### config.mk
export PLATFORM = sky130hd
export DESIGN_NAME = aes_inv_mix_column
export DESIGN_NICKNAME = d
export VERILOG_FILES = /design/src/rtl/aes_inv_mix_column.sv
export SDC_FILE = /design/constraint.sdc
export NUM_CORES = 1
export LEC_CHECK = 0
export CAP_MARGIN = 20
export CORE_UTILIZATION = 50
export DETAILED_ROUTE_END_ITERATION = 12
export PLACE_DENSITY = 0.75
export SETUP_SLACK_MARGIN = 0.02
export SLEW_MARGIN = 20
export SYNTH_ARGS = -nofsm -noshare
export SYNTH_HDL_FRONTEND = slang
export SYNTH_SLANG_ARGS = --single-unit
### constraint.sdc
create_clock -name clk -period 0.89 [get_ports clk]
set_input_delay 0.2225 -clock clk [delete_from_list [all_inputs] [get_ports clk]]
set_output_delay 0.2225 -clock clk [all_outputs]
set_load 0.01 [all_outputs]
### src/rtl/aes_inv_mix_column.sv
// ---------------------------------------------------------------------------
// aes_inv_mix_column
//
// AES InvMixColumns over one 32-bit state column. The GF(2^8) math is fully
// combinational. A single output register gives a fixed latency of one cycle.
// The block applies no backpressure, so it accepts one column every cycle.
//
// Ports
//   clk                in   rising-edge clock
//   rst_n              in   asynchronous, active-low reset
//   in_valid           in   inv_mixcolumn_in is valid this cycle
//   inv_mixcolumn_in   in   [31:24]=a0 [23:16]=a1 [15:8]=a2 [7:0]=a3
//   out_valid          out  one-cycle pulse aligned with its result
//   inv_mixcolumn_out  out  registered result, b0..b3 in the same byte order
//                           as the input; holds its value while idle
// ---------------------------------------------------------------------------
module aes_inv_mix_column (
  input  logic        clk,
  input  logic        rst_n,
  input  logic        in_valid,
  input  logic [31:0] inv_mixcolumn_in,
  output logic        out_valid,
  output logic [31:0] inv_mixcolumn_out
);

  // Multiply by x (0x02) modulo x^8+x^4+x^3+x+1.
  function automatic logic [7:0] xtime(input logic [7:0] x);
    return {x[6:0], 1'b0} ^ (x[7] ? 8'h1b : 8'h00);
  endfunction

  // The four InvMixColumns coefficients, each built from the x2/x4/x8 chain.
  function automatic logic [7:0] mul_09(input logic [7:0] x);
    logic [7:0] x2, x4, x8;
    x2 = xtime(x);
    x4 = xtime(x2);
    x8 = xtime(x4);
    return x8 ^ x;
  endfunction

  function automatic logic [7:0] mul_0b(input logic [7:0] x);
    logic [7:0] x2, x4, x8;
    x2 = xtime(x);
    x4 = xtime(x2);
    x8 = xtime(x4);
    return x8 ^ x2 ^ x;
  endfunction

  function automatic logic [7:0] mul_0d(input logic [7:0] x);
    logic [7:0] x2, x4, x8;
    x2 = xtime(x);
    x4 = xtime(x2);
    x8 = xtime(x4);
    return x8 ^ x4 ^ x;
  endfunction

  function automatic logic [7:0] mul_0e(input logic [7:0] x);
    logic [7:0] x2, x4, x8;
    x2 = xtime(x);
    x4 = xtime(x2);
    x8 = xtime(x4);
    return x8 ^ x4 ^ x2;
  endfunction

  // Split the input column into its four bytes.
  logic [7:0] a0, a1, a2, a3;
  logic [7:0] b0, b1, b2, b3;

  assign a0 = inv_mixcolumn_in[31:24];
  assign a1 = inv_mixcolumn_in[23:16];
  assign a2 = inv_mixcolumn_in[15:8];
  assign a3 = inv_mixcolumn_in[7:0];

  // Each output row applies the circulant matrix rotated by one position.
  assign b0 = mul_0e(a0) ^ mul_0b(a1) ^ mul_0d(a2) ^ mul_09(a3);
  assign b1 = mul_09(a0) ^ mul_0e(a1) ^ mul_0b(a2) ^ mul_0d(a3);
  assign b2 = mul_0d(a0) ^ mul_09(a1) ^ mul_0e(a2) ^ mul_0b(a3);
  assign b3 = mul_0b(a0) ^ mul_0d(a1) ^ mul_09(a2) ^ mul_0e(a3);

  // Output register.
  logic        valid_q, valid_d;
  logic [31:0] data_q,  data_d;

  always_comb begin
    // NOTE: every always_comb output is given a default first, so that no
    // path through the block leaves it unassigned and infers a latch.
    valid_d = 1'b0;
    data_d  = data_q;
    if (in_valid) begin
      valid_d = 1'b1;
      data_d  = {b0, b1, b2, b3};
    end
  end

  // NOTE: the reset is asynchronous, so both outputs clear as soon as rst_n
  // falls, without waiting for a clock edge. This also drops any result
  // still in flight.
  always_ff @(posedge clk or negedge rst_n) begin
    if (!rst_n) begin
      valid_q <= 1'b0;
      data_q  <= 32'h0000_0000;
    end else begin
      // NOTE: sequential state is written with non-blocking assignments only,
      // so every register samples pre-edge values with no race.
      valid_q <= valid_d;
      data_q  <= data_d;
    end
  end

  assign out_valid         = valid_q;
  assign inv_mixcolumn_out = data_q;

endmodule

==> run metrics, run 1 <==
largest area contributor in the netlist xnor2_1; Post-synth EDFFs 0; Post-Synthesis Cells ~270; Clock Root Buffer clkbuf_8; I/O Buffers 67; hold buffers post-CTS 0; Run Error [ERROR DPL-0038] Utilization greater than 100%, impossible to legalize; Initial Util 52.3%; Post-Synthesis Net Count around 310; Mean Syn Cell Area 12.3 um2; CTS buffer count 5; stage reached 4_1_cts; worst slack at placement -1580 ps; Primary FF master, synth dfrtp_1; die height between 80 and 90 um; Yosys top cell area share 32.0%; GPL Wtd Cong 0.885; Cell variety after synth 15; mapped cell area 3340 um2; placed standard-cell area 5300 um2; clk sink count 33; ys async rst share 100%; Syn. warnings 0; #FFs+latches synth 33; Seq/Total Area, Yosys roughly a quarter; CTS Buffer Depth 2; I/O Pins 68; dpl hpwl 7.55 mm; largest cells by area after synthesis xnor2_1 32%, dfrtp_1 25%, xnor3_1 13%; H-tree depth 2; die span in x 83.7 um; outcome stopped before the end; row count 29; Resized cells post-CTS 434; Post CTS Setup Buffer Count 67
-- cells in the mapped netlist, types with 3 or more instances --
cell type and count:
xnor2_1 122, buf_2 9, xnor2_2 4, clkbuf_1 7, xnor3_1 20, mux2_2 28
inv_1 3, mux2i_1 3, dfrtp_1 33, xor2_1 33, xor3_1 6
-- stage by stage --
step | util (%) | cells | hold WS (ps)
after floorplan | - | 272 | -73.1
after global placement | 82.9 | 499 | 489
after detailed placement | 82.9 | 499 | 494
-- kinds of logic after synthesis --
logic type,synth area share [%]
buffers and inverters,2.59
muxes,10.8
xor gates and xnor gates,61.9
DFF,24.7
==> run 2: changes to the inputs <==
--- a/config.mk
+++ b/config.mk
@@ -6,10 +6,9 @@
 export NUM_CORES = 1
 export LEC_CHECK = 0
 export CAP_MARGIN = 20
-export CORE_UTILIZATION = 50
+export CORE_UTILIZATION = 35
 export DETAILED_ROUTE_END_ITERATION = 12
-export PLACE_DENSITY = 0.75
-export SETUP_SLACK_MARGIN = 0.02
+export PLACE_DENSITY_LB_ADDON = 0.15
 export SLEW_MARGIN = 20
 export SYNTH_ARGS = -nofsm -noshare
 export SYNTH_HDL_FRONTEND = slang
==> run 2 against run 1 <==
The flow now finishes, with violations (setup timing). Synthesized cell count did not move. Area after synthesis did not move.
==> run metrics, run 2 <==
Synth top cells by count 122 x xnor2_1, 33 x dfrtp_1, 33 x xor2_1 (unchanged); CP startpoint kind input pin; ys async rst share 100% (unchanged); first-pass GRT wire length 17.8 mm; CTS buffer count 5 (unchanged); Initial Util 36.1% (was 52.3%); Max Transition Viols Final 0; total power around 15000 uW; Slew headroom 77.4%; I/O Pins 68 (unchanged); Data arrival, critical path approximately 2000 ps; row count 35 (was 29); die height 99.7 um (was 83.7 um); Post-synth EDFFs 0 (unchanged); core box area 9240 um2; area of the die 9930 um2; top-count cell post-synth xnor2_1 (unchanged); Hold Crit Endpoint out_valid; Yosys top cell area share 32.0% (unchanged); GPL Wtd Cong 0.906 (was 0.885); R2R Setup Slk -180 ps; H-tree depth 2 (unchanged); clk sink count 33 (unchanged); mapped cell area 3340 um2 (unchanged); detailed-route via count 2909; placed standard-cell area 5360 um2 (was 5300 um2); WL/cell roughly 21 um; TritonCTS clock tree built; Area Overhead vs Synth 112%; critical path class in2reg; # fillers 521; most frequent cells in the layout 110 x buf_4, 67 x buf_6, 43 x xnor2_1, 43 x xnor2_4, 42 x buf_2; commonest non-fill, non-tap cell in the layout buf_4; routed wire length about 13 mm; hold path start in_valid; largest cells by area after synthesis xnor2_1 32%, dfrtp_1 25%, xnor3_1 13% (unchanged); Mean Syn Cell Area 12.3 um2 (unchanged); fin nets 539; Worst-Margin Slew 337 ps; Primary FF master, synth dfrtp_1 (unchanged); outcome finished, violations left (was stopped before the end); max reg flops 32; Clock Latency Late Sink 290 ps; Final Cell Area roughly 7100 um2; final setup fails 65; Routed Antenna Nets 0; CP Max Fanout 3; reg2reg start inv_mixcolumn_out[19]; Max IR drop VDD 0.00110 V; failing checks setup timing; DRT Pass-1 Iters 4; I/O Buffers 67 (unchanged); Worst Path Required 1070 ps; vias per inst roughly 4.6; die span in x 99.7 um (was 83.7 um); initial antenna violation count 0; Seq/Total Area, Yosys 24.7% (unchanged); global-route usage over all layers 24.8%; dpl hpwl 7.25 mm (was 7.55 mm); Syn. warnings 0 (unchanged); Clock Root Buffer clkbuf_8 (unchanged); Post-Synthesis Cells 272 (unchanged); max-cap violation count 0; Iter 0 DRT Violations roughly 140; Worst Skew 0 ps; pin count of the biggest net entering global routing 34; final hold vios 0; Worst Hold Class in2reg; Cell variety after synth 15 (unchanged); final design utilization 76.6%; residual DRC count 0; maximum clock rate 554 MHz; n_diodes 0; reg2reg path depth 3; largest area contributor in the netlist xnor2_1 (unchanged); layout cells sized above 1 between 70 and 80%; vias in the first global route 3035; #FFs+latches synth 33 (unchanged); GRT overflow 0; CTS Buffer Depth 2 (unchanged); RSZ-0062 raised after global routing true; Pleak 0.00335 uW; Hold Path Depth 2; final worst-path cycle share 203%; R2R Path End inv_mixcolumn_out[19]; PwrDens about 2100 nW/um2; Post-Synthesis Net Count 307 (unchanged); Setup WS post-layout -915 ps; fin crit period 1810 ps; worst slack at placement -1520 ps (was -1580 ps); Worst Setup End Kind register; Reg clk slew, reported paths 70 ps
==> run 2: worst max path at each step <==
stage	endpoint	slack (ps)	start	cells past startpoint
6_report	inv_mixcolumn_out[20]	-920	inv_mixcolumn_in[19]	7
5_1_grt	inv_mixcolumn_out[12]	-930	inv_mixcolumn_in[30]	9
4_1_cts	inv_mixcolumn_out[19]	-940	inv_mixcolumn_in[13]	8
3_5_place_dp	inv_mixcolumn_out[13]	-1520	inv_mixcolumn_in[15]	7
3_3_place_gp	inv_mixcolumn_out[13]	-1560	inv_mixcolumn_in[15]	7
2_1_floorplan	inv_mixcolumn_out[27]	-840	inv_mixcolumn_in[14]	6
==> run 2: cell families (layout without fill, tap and decap cells) <==
family | count (synthesis) | after routing | synth area share, %
xor+xnor | 187 | 187 | 61.9
mux | 32 | 32 | 10.8
buf+inv | 20 | 252 | 2.59
flops | 33 | 33 | 24.7
==> run 2: cell type report <==
type | count | area [um2] | area share [%]
multi-input combinational | 219 | 3870 | 54.7
timing repair buffer | 242 | 2120 | 29.9
sequential | 33 | 826 | 11.7
tap | 129 | 161 | 2.28
clock buffer | 7 | 86.3 | 1.22
inverter | 3 | 11.3 | 0.159
==> run 2: report_power, final <==
group	internal (uW)	switching, uW
registers	2280	374
clock network	615	602
logic	6600	4240
==> run 2: timing repair <==
| item | in CTS | in global routing |
|---|---|---|
| setup endpoints to repair | 65 | 65 |
| pin swaps | 94 | 86 |
| resized for setup | 407 | 115 |
| gates cloned | 0 | 0 |
| buffers inserted | 50 | 47 |
| hold buffers | 0 | 0 |
==> run 2: worst max-delay path, stage by stage <==
cell,delay (ps)
buf_8,80
xnor3_2,440
buf_6,140
xnor3_2,400
xnor2_1,290
xnor2_1,120
mux2_4,280
==> run 2: through the flow <==
stage	setup TNS, ps	hold slack, ps	instances
5_1_grt	-28560	271	633
6_report	-26550	272	633
4_1_cts	-26340	283	604
2_1_floorplan	-20910	-73.1	272
3_5_place_dp	-49650	495	553
3_3_place_gp	-49350	489	553
==> run 2: per-layer routing <==
| metal | global-route usage [%] | vias up | wire [um] |
|---|---|---|---|
| li1 | - | 1313 | - |
| met3 | 3.79 | 38 | 646 |
| met1 | 30.2 | 1454 | 5130 |
| met2 | 44.9 | 104 | 6930 |
| met5 | 0 | - | 0 |
| met4 | 8.03 | 0 | 635 |
Note: power is estimated with default switching activity, not from simulation.
